--- config.mk ---
export PLATFORM = sky130hd
export DESIGN_NAME = mem_bus_arbiter_flat
export DESIGN_NICKNAME = d
export VERILOG_FILES = /design/src/rtl/mem_bus_arbiter_if.sv /design/src/rtl/mem_bus_arbiter.sv /design/src/flat_wrapper.sv
export SDC_FILE = /design/constraint.sdc
export NUM_CORES = 1
export LEC_CHECK = 0
export BUFFER_PORTS_ARGS = -buffer_cell sky130_fd_sc_hd__buf_2
export CORE_AREA = 2 2 199 201
export CTS_CLUSTER_DIAMETER = 150
export CTS_CLUSTER_SIZE = 12
export DETAILED_ROUTE_END_ITERATION = 16
export DIE_AREA = 0 0 201 203
export PLACE_DENSITY = 0.48
export SETUP_SLACK_MARGIN = 0.02
export SYNTH_ARGS = -nofsm -noshare
export SYNTH_HDL_FRONTEND = slang
export SYNTH_SLANG_ARGS = --single-unit
--- constraint.sdc ---
create_clock -name clk -period 2.16 [get_ports clk]
set_input_delay 0.432 -clock clk [delete_from_list [all_inputs] [get_ports clk]]
set_output_delay 0.432 -clock clk [all_outputs]
set_load 0.02 [all_outputs]
--- src/rtl/mem_bus_arbiter_if.sv ---
// Handshake bundle between the requesting core ports and the shared slave bus.
// The arbiter sits on the master side; the cores and the slave decode sit on the slave side.
interface mem_bus_arbiter_if #(
    parameter int N_PORTS   = 4,
    parameter int PORT_BITS = 2
);
    logic [N_PORTS-1:0]    port_valid;
    logic [32*N_PORTS-1:0] port_addr;
    logic [32*N_PORTS-1:0] port_wdata;
    logic [4*N_PORTS-1:0]  port_wstrb;
    logic [N_PORTS-1:0]    port_ready;
    logic [32*N_PORTS-1:0] port_rdata;

    logic                  bus_valid;
    logic [31:0]           bus_addr;
    logic [31:0]           bus_wdata;
    logic [3:0]            bus_wstrb;
    logic [PORT_BITS-1:0]  bus_port;
    logic                  bus_ready;
    logic [31:0]           bus_rdata;
    logic                  bus_error;

    modport master (
        input  port_valid, port_addr, port_wdata, port_wstrb,
        input  bus_ready, bus_rdata,
        output port_ready, port_rdata,
        output bus_valid, bus_addr, bus_wdata, bus_wstrb, bus_port, bus_error
    );

    modport slave (
        output port_valid, port_addr, port_wdata, port_wstrb,
        output bus_ready, bus_rdata,
        input  port_ready, port_rdata,
        input  bus_valid, bus_addr, bus_wdata, bus_wstrb, bus_port, bus_error
    );
endinterface

--- src/rtl/mem_bus_arbiter.sv ---
// N-port arbiter from picorv32 native memory ports onto one shared slave bus,
// round-robin or fixed priority, with a bus timeout that completes with an error word.
//
// state | meaning
// IDLE  | no transaction; arbitrate among port_valid and launch the winner
// REQ   | bus_valid held with the granted request; wait for bus_ready or timeout
// DONE  | port_ready (and bus_error on timeout) pulse; no arbitration this cycle
module mem_bus_arbiter #(
    parameter int          N_PORTS   = 4,
    parameter int          ARB_MODE  = 0,
    parameter int          TIMEOUT   = 255,
    parameter logic [31:0] ERR_RDATA = 32'hDEADBEEF
) (
    input logic               clk,
    input logic               reset,
    mem_bus_arbiter_if.master bif
);
    localparam int PORT_BITS = (N_PORTS > 1) ? $clog2(N_PORTS) : 1;
    localparam int SCAN_W    = PORT_BITS + 1;
    localparam int TMR_W     = (TIMEOUT > 1) ? $clog2(TIMEOUT) : 1;

    localparam logic [TMR_W-1:0]     TMR_LOAD = (TIMEOUT > 0) ? TMR_W'(TIMEOUT - 1) : '0;
    localparam logic [PORT_BITS-1:0] LAST_RST = PORT_BITS'(N_PORTS - 1);

    typedef enum logic [1:0] {
        IDLE = 2'd0,
        REQ  = 2'd1,
        DONE = 2'd2
    } state_t;

    state_t                state_q,     state_d;
    logic [PORT_BITS-1:0]  last_q,      last_d;
    logic [PORT_BITS-1:0]  port_q,      port_d;
    logic                  bus_valid_q, bus_valid_d;
    logic [31:0]           bus_addr_q,  bus_addr_d;
    logic [31:0]           bus_wdata_q, bus_wdata_d;
    logic [3:0]            bus_wstrb_q, bus_wstrb_d;
    logic [N_PORTS-1:0]    port_ready_q, port_ready_d;
    logic [32*N_PORTS-1:0] port_rdata_q, port_rdata_d;
    logic                  bus_error_q, bus_error_d;
    logic [TMR_W-1:0]      tmr_q,       tmr_d;

    logic                  gnt_found;
    logic [PORT_BITS-1:0]  gnt_idx;
    logic [SCAN_W-1:0]     scan;

    // Loops run from the lowest-priority candidate upward so the last hit is the winner.
    always_comb begin
        gnt_found = 1'b0;
        gnt_idx   = '0;
        scan      = '0;
        if (ARB_MODE == 1) begin
            for (int i = N_PORTS - 1; i >= 0; i--) begin
                if (bif.port_valid[i]) begin
                    gnt_found = 1'b1;
                    gnt_idx   = PORT_BITS'(i);
                end
            end
        end else begin
            for (int i = N_PORTS; i >= 1; i--) begin
                scan = {1'b0, last_q} + SCAN_W'(i);
                if (scan >= SCAN_W'(N_PORTS)) begin
                    scan = scan - SCAN_W'(N_PORTS);
                end
                if (bif.port_valid[scan[PORT_BITS-1:0]]) begin
                    gnt_found = 1'b1;
                    gnt_idx   = scan[PORT_BITS-1:0];
                end
            end
        end
    end

    always_comb begin
        state_d      = state_q;
        last_d       = last_q;
        port_d       = port_q;
        bus_valid_d  = bus_valid_q;
        bus_addr_d   = bus_addr_q;
        bus_wdata_d  = bus_wdata_q;
        bus_wstrb_d  = bus_wstrb_q;
        port_rdata_d = port_rdata_q;
        tmr_d        = tmr_q;
        port_ready_d = '0;
        bus_error_d  = 1'b0;

        case (state_q)
            IDLE: begin
                if (gnt_found) begin
                    port_d      = gnt_idx;
                    last_d      = gnt_idx;
                    bus_addr_d  = bif.port_addr[32*gnt_idx +: 32];
                    bus_wdata_d = bif.port_wdata[32*gnt_idx +: 32];
                    bus_wstrb_d = bif.port_wstrb[4*gnt_idx +: 4];
                    bus_valid_d = 1'b1;
                    tmr_d       = TMR_LOAD;
                    state_d     = REQ;
                end
            end
            REQ: begin
                if (bif.bus_ready) begin
                    bus_valid_d                   = 1'b0;
                    port_rdata_d[32*port_q +: 32] = bif.bus_rdata;
                    port_ready_d[port_q]          = 1'b1;
                    state_d                       = DONE;
                end else if ((TIMEOUT > 0) && (tmr_q == '0)) begin
                    bus_valid_d                   = 1'b0;
                    port_rdata_d[32*port_q +: 32] = ERR_RDATA;
                    port_ready_d[port_q]          = 1'b1;
                    bus_error_d                   = 1'b1;
                    state_d                       = DONE;
                end else begin
                    tmr_d = tmr_q - 1'b1;
                end
            end
            DONE: begin
                state_d = IDLE;
            end
            default: begin
                state_d = IDLE;
            end
        endcase
    end

    always_ff @(posedge clk) begin
        if (reset) begin
            state_q      <= IDLE;
            last_q       <= LAST_RST;
            port_q       <= '0;
            bus_valid_q  <= 1'b0;
            bus_addr_q   <= '0;
            bus_wdata_q  <= '0;
            bus_wstrb_q  <= '0;
            port_ready_q <= '0;
            port_rdata_q <= '0;
            bus_error_q  <= 1'b0;
            tmr_q        <= '0;
        end else begin
            state_q      <= state_d;
            last_q       <= last_d;
            port_q       <= port_d;
            bus_valid_q  <= bus_valid_d;
            bus_addr_q   <= bus_addr_d;
            bus_wdata_q  <= bus_wdata_d;
            bus_wstrb_q  <= bus_wstrb_d;
            port_ready_q <= port_ready_d;
            port_rdata_q <= port_rdata_d;
            bus_error_q  <= bus_error_d;
            tmr_q        <= tmr_d;
        end
    end

    assign bif.bus_valid  = bus_valid_q;
    assign bif.bus_addr   = bus_addr_q;
    assign bif.bus_wdata  = bus_wdata_q;
    assign bif.bus_wstrb  = bus_wstrb_q;
    assign bif.bus_port   = port_q;
    assign bif.port_ready = port_ready_q;
    assign bif.port_rdata = port_rdata_q;
    assign bif.bus_error  = bus_error_q;
endmodule

--- src/flat_wrapper.sv ---
// flat-port wrapper written by rule: the top's interface ports become plain ports
module mem_bus_arbiter_flat 
#(
    parameter int          N_PORTS   = 4,
    parameter int          ARB_MODE  = 0,
    parameter int          TIMEOUT   = 255,
    parameter logic [31:0] ERR_RDATA = 32'hDEADBEEF
)
  (clk, reset, bif_port_valid, bif_port_addr, bif_port_wdata, bif_port_wstrb, bif_bus_ready, bif_bus_rdata, bif_port_ready, bif_port_rdata, bif_bus_valid, bif_bus_addr, bif_bus_wdata, bif_bus_wstrb, bif_bus_port, bif_bus_error);
  mem_bus_arbiter_if #(.N_PORTS(N_PORTS), .PORT_BITS(2)) bif_i ();
  input logic clk;
  input logic reset;
  input wire logic [$bits(bif_i.port_valid)-1:0] bif_port_valid;
  input wire logic [$bits(bif_i.port_addr)-1:0] bif_port_addr;
  input wire logic [$bits(bif_i.port_wdata)-1:0] bif_port_wdata;
  input wire logic [$bits(bif_i.port_wstrb)-1:0] bif_port_wstrb;
  input wire logic [$bits(bif_i.bus_ready)-1:0] bif_bus_ready;
  input wire logic [$bits(bif_i.bus_rdata)-1:0] bif_bus_rdata;
  output wire logic [$bits(bif_i.port_ready)-1:0] bif_port_ready;
  output wire logic [$bits(bif_i.port_rdata)-1:0] bif_port_rdata;
  output wire logic [$bits(bif_i.bus_valid)-1:0] bif_bus_valid;
  output wire logic [$bits(bif_i.bus_addr)-1:0] bif_bus_addr;
  output wire logic [$bits(bif_i.bus_wdata)-1:0] bif_bus_wdata;
  output wire logic [$bits(bif_i.bus_wstrb)-1:0] bif_bus_wstrb;
  output wire logic [$bits(bif_i.bus_port)-1:0] bif_bus_port;
  output wire logic [$bits(bif_i.bus_error)-1:0] bif_bus_error;
  assign bif_i.port_valid = bif_port_valid;
  assign bif_i.port_addr = bif_port_addr;
  assign bif_i.port_wdata = bif_port_wdata;
  assign bif_i.port_wstrb = bif_port_wstrb;
  assign bif_i.bus_ready = bif_bus_ready;
  assign bif_i.bus_rdata = bif_bus_rdata;
  assign bif_port_ready = bif_i.port_ready;
  assign bif_port_rdata = bif_i.port_rdata;
  assign bif_bus_valid = bif_i.bus_valid;
  assign bif_bus_addr = bif_i.bus_addr;
  assign bif_bus_wdata = bif_i.bus_wdata;
  assign bif_bus_wstrb = bif_i.bus_wstrb;
  assign bif_bus_port = bif_i.bus_port;
  assign bif_bus_error = bif_i.bus_error;
  mem_bus_arbiter #(.N_PORTS(N_PORTS), .ARB_MODE(ARB_MODE), .TIMEOUT(TIMEOUT), .ERR_RDATA(ERR_RDATA)) u_core (.clk(clk), .reset(reset), .bif(bif_i));
endmodule
Yosys cells after proc, flatten, opt, wreduce, memory -nomap -nowiden
Index checks and enable logic that the tools add are counted.

$add $sub $neg: 10. Order comparisons: 10. Equality and inequality tests: 5. Shifts and indexed selects: 6. Multiplexer cells: 41. Bitwise gates (word level): 1. Reduce and logical (&&, ||, !) cells: 12.

Operators with widths (count): 128-bit bitwise mux (2); 128-bit two-way mux (2); 128-bit by 8-bit variable part select with 32-bit output (2); 32-bit by 34-bit variable shift with 128-bit output (first input constant) (1); 32-bit by 34-bit variable part select with 128-bit output (1); 32-bit by 34-bit variable part select with 128-bit output (first input constant) (1); 7-bit negation with 34-bit output (1); 8-bit two-way mux (3); 2-bit two-way mux (11); 8-bit case mux with 2 select lines (1); 16-bit by 5-bit variable part select with 4-bit output (1); 2-bit by 3-bit < comparator with 1-bit output (second input constant) (5); 1-bit two-way mux (13); 3-bit greater-or-equal comparator (second input constant) (4); 1-bit binary-select mux with 2-bit select (4); 8-bit zero test (1); 4-bit two-way mux (2); 2-bit by 1-bit subtractor with 2-bit output (second input constant) (4); 8-bit by 1-bit subtractor with 8-bit output (second input constant) (1); 2-bit by 2-bit adder with 3-bit output (second input constant) (2); 2-bit AND reduction (3); 2-bit != test (second input constant) (2); 2-bit case mux with 2 select lines (1); 4-bit AND reduction (1); 15 further kinds (16).

Bits in registers: 216. Bits of input ports: 311. Word-level logic and storage cells: 96.

Logic depth before layout (Yosys ltp)
Gate-level depths: netlist of the first run.

Word-level depth: 11. Gate-level depth with buffers: 9.

Worst setup path before layout of the first run
OpenSTA, ideal clock, no wires.

Path type: flip-flop to flip-flop. Start: register u_core.port_q[0], in the netlist u_core.bif.bus_port[0]. End: register u_core.port_rdata_q[10], in the netlist u_core.bif.port_rdata[10]. Setup time: 95 ps. Arrival: 2083 ps. Data required time: 2065 ps. Slack: -18 ps. Stages on the path, launching flop included: 7. Path buffers: 1. Cells stage by stage: dfxtp_1 > inv_1 > ha_1 > nor3b_1 > clkbuf_1 > nand2_1 > a221oi_1.

Word-level cells in the longest chain between the ends: 5.

Ends and longest elaborated chain: start, declared (RTL line mem_bus_arbiter.sv:33) `logic [PORT_BITS-1:0] port_q, port_d;`; start signal, assigned (RTL line mem_bus_arbiter.sv:140) `port_q <= port_d;`; 7-bit negation with 34-bit output * (RTL line mem_bus_arbiter.sv:102, mem_bus_arbiter.sv:107); 32-bit by 34-bit variable part select with 128-bit output / 32-bit by 34-bit variable shift with 128-bit output (equally long branches) (RTL line mem_bus_arbiter.sv:107, mem_bus_arbiter.sv:102); 128-bit bitwise mux (RTL line mem_bus_arbiter.sv:107) `port_rdata_d[32*port_q +: 32] = ERR_RDATA;`; 128-bit two-way mux (RTL line mem_bus_arbiter.sv:105) `end else if ((TIMEOUT > 0) && (tmr_q == '0)) begin`; 128-bit two-way mux * (RTL line mem_bus_arbiter.sv:100) `if (bif.bus_ready) begin`; end signal, assigned (RTL line mem_bus_arbiter.sv:146) `port_rdata_q <= port_rdata_d;`; end, declared (RTL line mem_bus_arbiter.sv:39) `logic [32*N_PORTS-1:0] port_rdata_q, port_rdata_d;`.

Mark *: on every way between the ends. The rest lies on a longest branch, timed or not. The select of a mux whose other input is x is not followed. A chain may end at the register's enable or synchronous reset.

Worst setup path after layout of the first run
Start: register u_core.last_q[1]. End: register u_core.bus_addr_q[27], in the netlist u_core.bif.bus_addr[27].

Word-level cells in the longest chain between the ends: 10.

Ends and longest elaborated chain: start, declared (RTL line mem_bus_arbiter.sv:32) `logic [PORT_BITS-1:0] last_q, last_d;`; start signal, assigned (RTL line mem_bus_arbiter.sv:139) `last_q <= last_d;`; 2-bit by 3-bit adder with 3-bit output (RTL line mem_bus_arbiter.sv:61) `scan = {1'b0, last_q} + SCAN_W'(i);`; 3-bit greater-or-equal comparator / 2-bit by 1-bit subtractor with 2-bit output (equally long branches) (RTL line mem_bus_arbiter.sv:62, mem_bus_arbiter.sv:63); 2-bit two-way mux (RTL line mem_bus_arbiter.sv:62) `if (scan >= SCAN_W'(N_PORTS)) begin`; 1-bit binary-select mux with 2-bit select (RTL line mem_bus_arbiter.sv:65) `if (bif.port_valid[scan[PORT_BITS-1:0]]) begin`; 1-bit two-way mux (not written as such) (RTL line mem_bus_arbiter.sv:65); 2-bit two-way mux / 1-bit two-way mux (equally long branches) (4 in series) (RTL line mem_bus_arbiter.sv:65); 128-bit by 8-bit variable part select with 32-bit output / 2-bit AND reduction (equally long branches); end signal, assigned (RTL line mem_bus_arbiter.sv:142) `bus_addr_q <= bus_addr_d;`; end, declared (RTL line mem_bus_arbiter.sv:35) `logic [31:0] bus_addr_q, bus_addr_d;`.

Parallel ways exist; a longest one is shown, timed or not. The select of a mux whose other input is x is not followed.

==> impl_table.tex, run 1 <==
\begin{tabular}{lr}
\hline
Metric & Value \\
\hline
\multicolumn{2}{l}{\textbf{Setup path}} \\
Arr. time, crit path & 2.41 ns \\
Required time of the critical path & 2.60 ns \\
Critical path startpoint category & flip-flop \\
Startpoint-to-endpoint class of the critical path & reg -> reg \\
Worst setup EP type & flip-flop \\
Critical-path maximum fanout & 35 \\
\multicolumn{2}{l}{\textbf{Yosys}} \\
Gate count of the mapped netlist & 1234 \\
Syn Nets & 1552 \\
Count of flip-flops with a built-in enable after synthesis & 0 \\
Distinct cell type count of the synthesized netlist & 51 \\
Number of synthesized register bits & 216 \\
Share of the synthesized area in the top cell type & 0.411 \\
Top post-synthesis cells by area & sky130\_fd\_sc\_hd\_\_dfxtp\_1, sky130\_fd\_sc\_hd\_\_mux2i\_1, sky130\_fd\_sc\_hd\_\_nand2\_1 \\
Total number of yosys warnings & 0 \\
Library cell occupying the most area in the post-synthesis netlist & sky130\_fd\_sc\_hd\_\_dfxtp\_1 \\
Dominant register cell in the synthesized netlist & sky130\_fd\_sc\_hd\_\_dfxtp\_1 \\
Fraction of registers with async set or reset after synthesis & 0 \\
Cell Area, Synth & 10500 um\^{}2 \\
Sequential element share of the synthesized area & 0.411 \\
Post-Syn Area per Cell & 8.52 um\^{}2 \\
\multicolumn{2}{l}{\textbf{Power}} \\
Design Power & 10.9 mW \\
Maximum vdd drop & 363 uV \\
Areal power density over the cells & 752 nW/um\^{}2 \\
Leakage Power & 6.37 nW \\
\multicolumn{2}{l}{\textbf{Timing}} \\
Final critical delay including setup and external delays & 1.97 ns \\
RSZ-0062 raised after global routing & false \\
Finish-stage setup viols & 0 \\
Relative slew slack & 0.626 \\
Max Clock Freq & 507 MHz \\
Transition at the pin with the smallest max-transition slack & 0.559 ns \\
Slew Viols, Final & 0 \\
Post-Route Skew & 0.0189 ns \\
Final hold violations & 0 \\
Period utilisation layout & 0.914 \\
\multicolumn{2}{l}{\textbf{Placement}} \\
Cell area after placement & 13900 um\^{}2 \\
RePlAce Congestion & 0.865 \\
IO Port Bufs & 514 \\
Detailed placer's ending HPWL & 32.7 mm \\
\multicolumn{2}{l}{\textbf{Clocking}} \\
TritonCTS Sinks & 216 \\
Hold\_buf cts & 0 \\
Clock buffer depth & 3 \\
CTS tree & built \\
Clock latency of the later-clocked register in the worst-skew pair & 0.52 ns \\
Number of buffers created by CTS & 21 \\
CTS resizes & 0 \\
H-tree depth & 1 \\
Clock transition at the registers of the reported paths & 0.07 ns \\
Post-CTS setup buffer count & 0 \\
Clock Tree Root & sky130\_fd\_sc\_hd\_\_clkbuf\_16 \\
\multicolumn{2}{l}{\textbf{Die}} \\
Chip Height & 203 um \\
Io pins & 515 \\
Core Rows & 72 \\
Area of the core & 38500 um\^{}2 \\
Die Span X & 201 um \\
Initial cell density of the core & 0.273 \\
Area of the die & 40800 um\^{}2 \\
\multicolumn{2}{l}{\textbf{Outcome}} \\
Result of the run & completed \\
\multicolumn{2}{l}{\textbf{Run}} \\
Count of max-cap constraint violations & 0 \\
\multicolumn{2}{l}{\textbf{GRT}} \\
Via count of the first global-routing pass & 11100 \\
Total GRT Usage & 0.208 \\
Wire length of the first global-routing pass & 67.2 mm \\
Initial antenna violation count & 7 \\
Pin count of the biggest net entering global routing & 69 \\
Remaining global-route overflow & 0 \\
\multicolumn{2}{l}{\textbf{Layout}} \\
Post-route standard cell area excluding fillers & 14500 um\^{}2 \\
Final-stage net count & 2013 \\
Area grow syn2layout & 37.4\% \\
Finished Core Util & 0.376 \\
Layout cell share with drive strength beyond 1 & 0.367 \\
\multicolumn{2}{l}{\textbf{Drt}} \\
Number of iterations in the first detailed-routing pass & 7 \\
Total DRC errors in the routed layout & 0 \\
Initial DRC Count & 582 \\
Count of nets left with antenna violations after detail routing & 0 \\
Vias & 11300 \\
Routed wire length & 45.2 mm \\
Routed wirelength normalized by instance count & 20.4 um \\
Number of vias per cell & 5.11 \\
\multicolumn{2}{l}{\textbf{Min path}} \\
Hold/Removal Path Class & in -> reg \\
\hline
\end{tabular}
[per-stage QoR]
| stage | std cells | setup slack [ns] | setup TNS (ns) | hold slack (ns) |
|---|---|---|---|---|
| final | 2217 | 0.186 | 0 | 0.203 |
| after global routing | 2217 | 0.0169 | 0 | 0.193 |
| after CTS | 2212 | 0.0946 | 0 | 0.168 |
| after detailed placement | 2190 | 0.00729 | 0 | 0.440 |
| after floorplan | 1234 | -0.0182 | -0.363 | 0.513 |
| after global placement | 2190 | 0.0663 | 0 | 0.437 |
[critical path, stage by stage (launching register included)]
cell                       delay [ns]
sky130_fd_sc_hd__dfxtp_1         0.55
sky130_fd_sc_hd__or3b_4          0.47
sky130_fd_sc_hd__a211oi_4        0.35
sky130_fd_sc_hd__buf_12          0.24
sky130_fd_sc_hd__o21ai_0         0.16
sky130_fd_sc_hd__o211ai_1        0.11
[synthesized netlist by cell type (all sizes together), types with 6 or more instances]
library cell and number:
a21oi 55, inv 28, o211ai 68, and3 6, ha 7, dfxtp 216, o31a 68, nand2 168
nand3 26, a22oi 8, clkbuf 95, mux2i 68, a311oi 25, o21ai 71, a221oi 24, and4 68
nor2 97, a211oi 29, buf 39, nor3 30
[worst paths after layout]
check	start	to	slack [ns]	cells past startpoint
setup / recovery	u_core.last_q[1]	u_core.bif.bus_addr[27]	0.19	5
hold / removal	bif_bus_rdata[15]	u_core.bif.port_rdata[79]	0.20	3
setup reg to reg	u_core.last_q[1]	u_core.bif.bus_addr[27]	0.19	5
hold reg to reg	u_core.bif.port_rdata[40]	u_core.bif.port_rdata[40]	0.45	2
[area by class of cell]
type	count	area (um^2)
Fill cell	4083	24000
Multi-Input combinational cell	856	5580
Sequential cell	216	4320
Timing Repair Buffer	572	3250
Tap cell	518	648
Clock buffer	21	526
Inverter	28	105
Antenna cell	5	12.5
Clock inverter	1	8.76
[kinds of logic after synthesis]
| kind of cell | share of synthesized area |
|---|---|
| AO/OA/AOI/OAI | 0.246 |
| XOR/XNOR | 0.00416 |
| adder cells (fa/ha/maj) | 0.00833 |
| buffers and inverters | 0.0665 |
| flip-flops | 0.411 |
| multiplexers | 0.0647 |
| AND/OR/NAND/NOR | 0.200 |
[layer usage]
metal  part of all wire  routed length [um]  up-vias  global-route usage
li1                   -                   -     5437                   -
met1               0.42               18800     5360               0.259
met2               0.50               22500      449               0.363
met3              0.062                2820       80              0.0368
met4              0.025                1130        0              0.0643
met5                  0                   0        -                   0
[registers in the layout, indices dropped and copies added, names as in the netlist, 2 cells and up]
register / cells
u_core.bif.port_ready: 4
u_core.bif.bus_wstrb: 4
u_core.tmr_q: 8
u_core.state_q: 2
u_core.last_q: 2
u_core.bif.bus_wdata: 32
u_core.bif.bus_addr: 32
u_core.bif.bus_port: 2
u_core.bif.port_rdata: 128
[layout by cell type, fill, tap and decap left out, types with 4 or more instances in the layout]
cell	n
sky130_fd_sc_hd__o21ai_1	20
sky130_fd_sc_hd__nand2_1	168
sky130_fd_sc_hd__dfxtp_1	216
sky130_fd_sc_hd__diode_2	5
sky130_fd_sc_hd__ha_1	7
sky130_fd_sc_hd__a221oi_1	24
sky130_fd_sc_hd__nand4_1	4
sky130_fd_sc_hd__clkbuf_16	21
sky130_fd_sc_hd__a22oi_1	8
sky130_fd_sc_hd__nand3_1	25
sky130_fd_sc_hd__a21oi_1	54
sky130_fd_sc_hd__and4_1	68
sky130_fd_sc_hd__a211oi_1	27
sky130_fd_sc_hd__a311oi_1	25
sky130_fd_sc_hd__o211ai_2	6
sky130_fd_sc_hd__buf_12	19
sky130_fd_sc_hd__nor2_1	95
sky130_fd_sc_hd__and2_1	4
sky130_fd_sc_hd__o21ai_0	49
sky130_fd_sc_hd__nor3_1	28
sky130_fd_sc_hd__a22o_1	4
sky130_fd_sc_hd__o211ai_1	62
sky130_fd_sc_hd__and3_1	5
sky130_fd_sc_hd__buf_2	513
sky130_fd_sc_hd__buf_4	40
sky130_fd_sc_hd__o31a_1	68
sky130_fd_sc_hd__mux2i_1	68
sky130_fd_sc_hd__inv_1	28
sky130_fd_sc_hd__xor2_1	5
[power breakdown]
group / total, mW / switching (mW) / leakage [nW] / internal (mW)
Clock: 3.32 / 1.60 / 0.263 / 1.72
Sequential: 4.53 / 0.209 / 1.76 / 4.32
Combinational: 3.01 / 1.80 / 4.34 / 1.21
Total: 10.9 / 3.61 / 6.37 / 7.25
(Power assumes the default switching activity.)
==> run 2: changes to the inputs <==
BUFFER_PORTS_ARGS = not set   (was -buffer_cell sky130_fd_sc_hd__buf_2)
CORE_AREA = 2 2 197 199   (was 2 2 199 201)
DIE_AREA = 0 0 199 201   (was 0 0 201 203)
DONT_BUFFER_PORTS = 1   (was not set)
PLACE_DENSITY = 0.37   (was 0.48)
==> impl_table.tex, run 2 (synthesized netlist as in run 1, its figures left out) <==
\begin{tabular}{lr}
\hline
Metric & Value \\
\hline
\multicolumn{2}{l}{\textbf{Clocking}} \\
CTS tree & built \\
H-tree depth & 1 \\
Clock Tree Root & sky130\_fd\_sc\_hd\_\_clkbuf\_16 \\
Number of buffers created by CTS & 21 \\
Clock buffer depth & 3 \\
Clock transition at the registers of the reported paths & 0.07 ns \\
TritonCTS Sinks & 216 \\
Clock latency of the later-clocked register in the worst-skew pair & 0.52 ns \\
\multicolumn{2}{l}{\textbf{Placement}} \\
Detailed placer's ending HPWL & 29.4 mm \\
IO Port Bufs & 0 \\
Total instance count after detailed placement & 1670 \\
RePlAce Congestion & 0.830 \\
\multicolumn{2}{l}{\textbf{Layout}} \\
Fillers & 4052 \\
Layout cell share with drive strength beyond 1 & 0.0888 \\
Final-stage net count & 1501 \\
Most frequent standard cell in the layout excluding fill and tap cells & sky130\_fd\_sc\_hd\_\_dfxtp\_1 \\
Finished Core Util & 0.313 \\
Total area of multi-input combinational cells & 5570 um\^{}2 \\
Flip-flop count of the largest register, all copies and words added & 128 \\
Sequential Area & 4320 um\^{}2 \\
Area grow syn2layout & 13.5\% \\
Most frequent cells in the layout & sky130\_fd\_sc\_hd\_\_dfxtp\_1, sky130\_fd\_sc\_hd\_\_nand2\_1, sky130\_fd\_sc\_hd\_\_nor2\_1 \\
Number of standard cells in the layout, taps in and fillers out & 1704 \\
\multicolumn{2}{l}{\textbf{Timing}} \\
Transition at the pin with the smallest max-transition slack & 0.647 ns \\
Max Clock Freq & 490 MHz \\
Post-Route Skew & 0.0129 ns \\
Final critical delay including setup and external delays & 2.04 ns \\
Finish-stage setup viols & 0 \\
Slew Viols, Final & 0 \\
Period utilisation layout & 0.946 \\
RSZ-0062 raised after global routing & false \\
Total negative setup slack & 0 ns \\
Final hold violations & 0 \\
Relative slew slack & 0.567 \\
\multicolumn{2}{l}{\textbf{Drt}} \\
Routed wirelength normalized by instance count & 25.2 um \\
Count of nets left with antenna violations after detail routing & 0 \\
Number of vias per cell & 5.56 \\
Vias & 9469 \\
Number of iterations in the first detailed-routing pass & 5 \\
Routed wire length & 42.9 mm \\
Initial DRC Count & 535 \\
Total DRC errors in the routed layout & 0 \\
\multicolumn{2}{l}{\textbf{Setup path}} \\
Critical path startpoint category & flip-flop \\
Required time of the critical path & 2.57 ns \\
Startpoint-to-endpoint class of the critical path & reg -> reg \\
Critical-path maximum fanout & 33 \\
Family with the most delay on the worst path & compound AO/OA/AOI/OAI gates \\
Worst setup EP type & flip-flop \\
Dominant cell type by count on the critical path & sky130\_fd\_sc\_hd\_\_buf\_4 \\
Critical-path cell list & inv\_1 > ha\_1 > nor3b\_1 > a21o\_2 > buf\_4 > nand3\_1 > buf\_4 > a221oi\_1 \\
Count of buffering cells on the critical path with inverters included & 3 \\
Arr. time, crit path & 2.45 ns \\
Reg-to-reg slack, setup & 0.12 ns \\
Longest individual stage delay on the worst path & 0.37 ns \\
Critical-path cell with the highest stage delay & sky130\_fd\_sc\_hd\_\_a221oi\_1 \\
\multicolumn{2}{l}{\textbf{Die}} \\
Initial cell density of the core & 0.276 \\
Io pins & 515 \\
Chip Height & 201 um \\
Core Rows & 72 \\
Area of the core & 38100 um\^{}2 \\
Area of the die & 40000 um\^{}2 \\
Die Span X & 199 um \\
\multicolumn{2}{l}{\textbf{Outcome}} \\
Result of the run & completed \\
\multicolumn{2}{l}{\textbf{GRT}} \\
Initial antenna violation count & 4 \\
Most used routing layer & met2 \\
Wire length of the first global-routing pass & 62.1 mm \\
M2 GR Usage & 0.326 \\
Fraction of met1 tracks used by global routing & 0.259 \\
Pin count of the biggest net entering global routing & 111 \\
Remaining global-route overflow & 0 \\
Met3 Use GR & 0.0571 \\
Via count of the first global-routing pass & 9217 \\
Total GRT Usage & 0.203 \\
\multicolumn{2}{l}{\textbf{Power}} \\
Areal power density over the cells & 859 nW/um\^{}2 \\
Leakage Power & 4.07 nW \\
Design Power & 10.3 mW \\
Maximum vdd drop & 386 uV \\
\multicolumn{2}{l}{\textbf{Min path}} \\
Hold/Removal Path Class & in -> reg \\
\multicolumn{2}{l}{\textbf{Run}} \\
Count of max-cap constraint violations & 0 \\
\hline
\end{tabular}
## run 2: final timing paths
kind                                    from                         end  depth (start not counted)
setup / recovery             u_core.tmr_q[0]   u_core.bif.port_rdata[30]                          8
hold / removal                 bif_bus_ready   u_core.bif.port_rdata[47]                          1
setup reg to reg             u_core.tmr_q[0]   u_core.bif.port_rdata[30]                          8
hold reg to reg   u_core.bif.port_rdata[120]  u_core.bif.port_rdata[120]                          2
## run 2: worst reg2reg max path, cell delays in order (launching register included)
cell and delay (ns):
sky130_fd_sc_hd__dfxtp_1 0.31, sky130_fd_sc_hd__inv_1 0.11, sky130_fd_sc_hd__ha_1 0.15, sky130_fd_sc_hd__nor3b_1 0.25
sky130_fd_sc_hd__a21o_2 0.24, sky130_fd_sc_hd__buf_4 0.13, sky130_fd_sc_hd__nand3_1 0.07, sky130_fd_sc_hd__buf_4 0.28
sky130_fd_sc_hd__a221oi_1 0.38
## run 2: where the power goes
part / total, mW / switching [mW] / internal (mW) / leakage, nW
clock network: 3.33 / 1.61 / 1.72 / 0.263
logic: 1.93 / 1.09 / 0.834 / 2.05
registers: 5.01 / 0.689 / 4.32 / 1.76
total: 10.3 / 3.39 / 6.87 / 4.07
## run 2: final cells by class
cell class	instances	area share
clock inverters	1	0.000733
diodes	4	0.000838
flip-flops and latches	216	0.362
repair buffers	60	0.0631
well taps	518	0.0543
inverters	28	0.00880
clock buffers	21	0.0440
multi-input cells	856	0.466
## run 2: metrics by stage
step | instance area [um^2] | hold slack (ns) | setup slack [ns]
after global routing | 11900 | 0.0133 | 0.0235
after CTS | 11900 | 0.00153 | 0.0387
after detailed placement | 11300 | 0.523 | -0.00739
after global placement | 11300 | 0.522 | 0.0000127
final | 11900 | 0.0315 | 0.117
after floorplan | 10500 | 0.513 | -0.0182
## run 2: what timing repair did
| action | in CTS | in global routing |
|---|---|---|
| endpoints found under the hold margin | 47 | 0 |
| hold buffers | 5 | 0 |
| gates resized for setup | 0 | 2 |
| setup endpoints to repair | 0 | 4 |
| setup buffers | 0 | 2 |
## run 2: per-layer routing
layer  part of all wire  wire length [um]  up-vias
met1               0.42             17900     4539
li1                   -                 -     4413
met4              0.029              1260        0
met3              0.090              3880       56
met2               0.46             20000      461
met5                  0                 0        -
==> run 3: changes to the inputs <==
clock period = 2.1 ns   (was 2.16 ns; I/O delays follow)
==> impl_table.tex, run 3 (synthesized netlist as in run 1, its figures left out) <==
\begin{tabular}{lr}
\hline
Metric & Value \\
\hline
\multicolumn{2}{l}{\textbf{Run}} \\
Count of max-cap constraint violations & 0 \\
\multicolumn{2}{l}{\textbf{Layout}} \\
Layout cell share with drive strength beyond 1 & 0.0934 \\
Post-route standard cell area excluding fillers & 12100 um\^{}2 \\
Total area of multi-input combinational cells & 5590 um\^{}2 \\
Flip-flop count of the largest register, all copies and words added & 128 \\
Area grow syn2layout & 15.3\% \\
Most frequent cells in the layout & sky130\_fd\_sc\_hd\_\_dfxtp\_1, sky130\_fd\_sc\_hd\_\_nand2\_1, sky130\_fd\_sc\_hd\_\_nor2\_1 \\
Fillers & 4027 \\
Sequential Area & 4320 um\^{}2 \\
Number of standard cells in the layout, taps in and fillers out & 1721 \\
Most frequent standard cell in the layout excluding fill and tap cells & sky130\_fd\_sc\_hd\_\_dfxtp\_1 \\
Final-stage net count & 1518 \\
\multicolumn{2}{l}{\textbf{Setup path}} \\
Dominant cell type by count on the critical path & sky130\_fd\_sc\_hd\_\_buf\_12 \\
Critical-path cell list & nor2b\_4 > o21a\_2 > nor3\_4 > buf\_12 > buf\_12 > mux2i\_1 > o211ai\_1 \\
Critical path startpoint category & flip-flop \\
Arr. time, crit path & 2.33 ns \\
Required time of the critical path & 2.51 ns \\
Longest individual stage delay on the worst path & 0.40 ns \\
Critical-path cell with the highest stage delay & sky130\_fd\_sc\_hd\_\_dfxtp\_1 \\
Critical-path maximum fanout & 27 \\
Startpoint-to-endpoint class of the critical path & reg -> reg \\
Worst setup EP type & flip-flop \\
\multicolumn{2}{l}{\textbf{Timing}} \\
RSZ-0062 raised after global routing & false \\
Period utilisation layout & 0.914 \\
Max Clock Freq & 521 MHz \\
Finish-stage setup viols & 0 \\
Slew Viols, Final & 0 \\
Final hold violations & 0 \\
Transition at the pin with the smallest max-transition slack & 1.18 ns \\
Post-Route Skew & 0.0169 ns \\
Relative slew slack & 0.210 \\
Final critical delay including setup and external delays & 1.92 ns \\
\multicolumn{2}{l}{\textbf{Die}} \\
Core Rows & 72 \\
Die Span X & 199 um \\
Initial cell density of the core & 0.276 \\
Io pins & 515 \\
Area of the core & 38100 um\^{}2 \\
Chip Height & 201 um \\
Area of the die & 40000 um\^{}2 \\
\multicolumn{2}{l}{\textbf{Clocking}} \\
CTS tree & built \\
Clock latency of the later-clocked register in the worst-skew pair & 0.53 ns \\
TritonCTS Sinks & 216 \\
Clock Tree Root & sky130\_fd\_sc\_hd\_\_clkbuf\_16 \\
Clock buffer depth & 3 \\
H-tree depth & 1 \\
Clock transition at the registers of the reported paths & 0.07 ns \\
Number of buffers created by CTS & 21 \\
\multicolumn{2}{l}{\textbf{GRT}} \\
Initial antenna violation count & 4 \\
Wire length of the first global-routing pass & 62.1 mm \\
Pin count of the biggest net entering global routing & 77 \\
Via count of the first global-routing pass & 9236 \\
Total GRT Usage & 0.204 \\
Remaining global-route overflow & 0 \\
\multicolumn{2}{l}{\textbf{Placement}} \\
Total instance count after detailed placement & 1675 \\
Cell area after placement & 11300 um\^{}2 \\
Detailed placer's ending HPWL & 29.1 mm \\
RePlAce Congestion & 0.800 \\
IO Port Bufs & 0 \\
\multicolumn{2}{l}{\textbf{Power}} \\
Leakage Power & 4.16 nW \\
Areal power density over the cells & 875 nW/um\^{}2 \\
Maximum vdd drop & 450 uV \\
\multicolumn{2}{l}{\textbf{Drt}} \\
Number of iterations in the first detailed-routing pass & 5 \\
Count of nets left with antenna violations after detail routing & 0 \\
Number of vias per cell & 5.49 \\
Vias & 9442 \\
Total DRC errors in the routed layout & 0 \\
Routed wirelength normalized by instance count & 25.1 um \\
Initial DRC Count & 544 \\
Routed wire length & 43.2 mm \\
\multicolumn{2}{l}{\textbf{Min path}} \\
Hold/Removal Path Class & in -> reg \\
\multicolumn{2}{l}{\textbf{Outcome}} \\
Result of the run & completed \\
\hline
\end{tabular}
## run 3: changes by cell type in the layout (fill, tap and decap cells not counted), sizes merged
| cell | previous run | this run |
|---|---|---|
| buf | 55 | 59 |
| clkbuf | 22 | 23 |
| dlygate4sd3 | 4 | 15 |
| dlymetal6s4s | 0 | 1 |
## run 3: metal layers
| metal | GRT usage | wire length [um] | vias to the layer above |
|---|---|---|---|
| li1 | - | - | 4462 |
| met1 | 0.260 | 18200 | 4557 |
| met2 | 0.327 | 20100 | 379 |
| met3 | 0.0647 | 4000 | 44 |
| met4 | 0.0589 | 944 | 0 |
| met5 | 0 | 0 | - |
## run 3: path summary, 6_finish.rpt
path,startpoint,end,slack (ns),cells past startpoint
setup / recovery,u_core.last_q[0],u_core.bif.bus_addr[14],0.18,7
hold / removal,bif_bus_rdata[4],u_core.bif.port_rdata[36],0.03,1
setup reg to reg,u_core.last_q[0],u_core.bif.bus_addr[14],0.18,7
hold reg to reg,u_core.bif.port_rdata[100],u_core.bif.port_rdata[100],0.56,2
## run 3: layout make-up
type	instances	area share
Multi-Input combinational cell	856	0.461
Sequential cell	216	0.357
Timing Repair Buffer	77	0.0754
Tap cell	518	0.0535
Clock buffer	21	0.0434
Inverter	28	0.00867
Antenna cell	4	0.000826
Clock inverter	1	0.000723
## run 3: timing repair
item | 4_1_cts | 5_1_grt
endpoints found under the setup margin | 5 | 31
resized for setup | 1 | 8
cloned | 0 | 2
endpoints found under the hold margin | 90 | 0
buffers inserted | 0 | 1
hold buffers | 17 | 0
## run 3: metrics by stage
stage          setup slack, ns  total power [mW]   util  hold WS [ns]  setup TNS, ns
3_3_place_gp           -0.0578              7.19  0.297         0.519        -0.0903
2_1_floorplan          -0.0782              6.52      -         0.513          -2.73
6_report                 0.181              10.6  0.318        0.0263              0
4_1_cts                 0.0638              10.8  0.316      0.000749              0
5_1_grt                 0.0211              11.1  0.318       0.00716              0
3_5_place_dp           -0.0160              7.18  0.297         0.520        -0.0194
## run 3: critical path: cells and delay by family, from the launching register on
family                 cells  cell delay [ns]
AOI/OAI and AO/OA          2             0.35
buffers and inverters      2             0.46
DFF                        1             0.40
muxes                      1             0.23
and+or+nand+nor            2             0.34
## run 3: where the power goes
part / internal (mW) / switching [mW]
combinational: 0.885 / 1.15
sequential: 4.44 / 0.693
clock: 1.77 / 1.67
total: 7.10 / 3.51
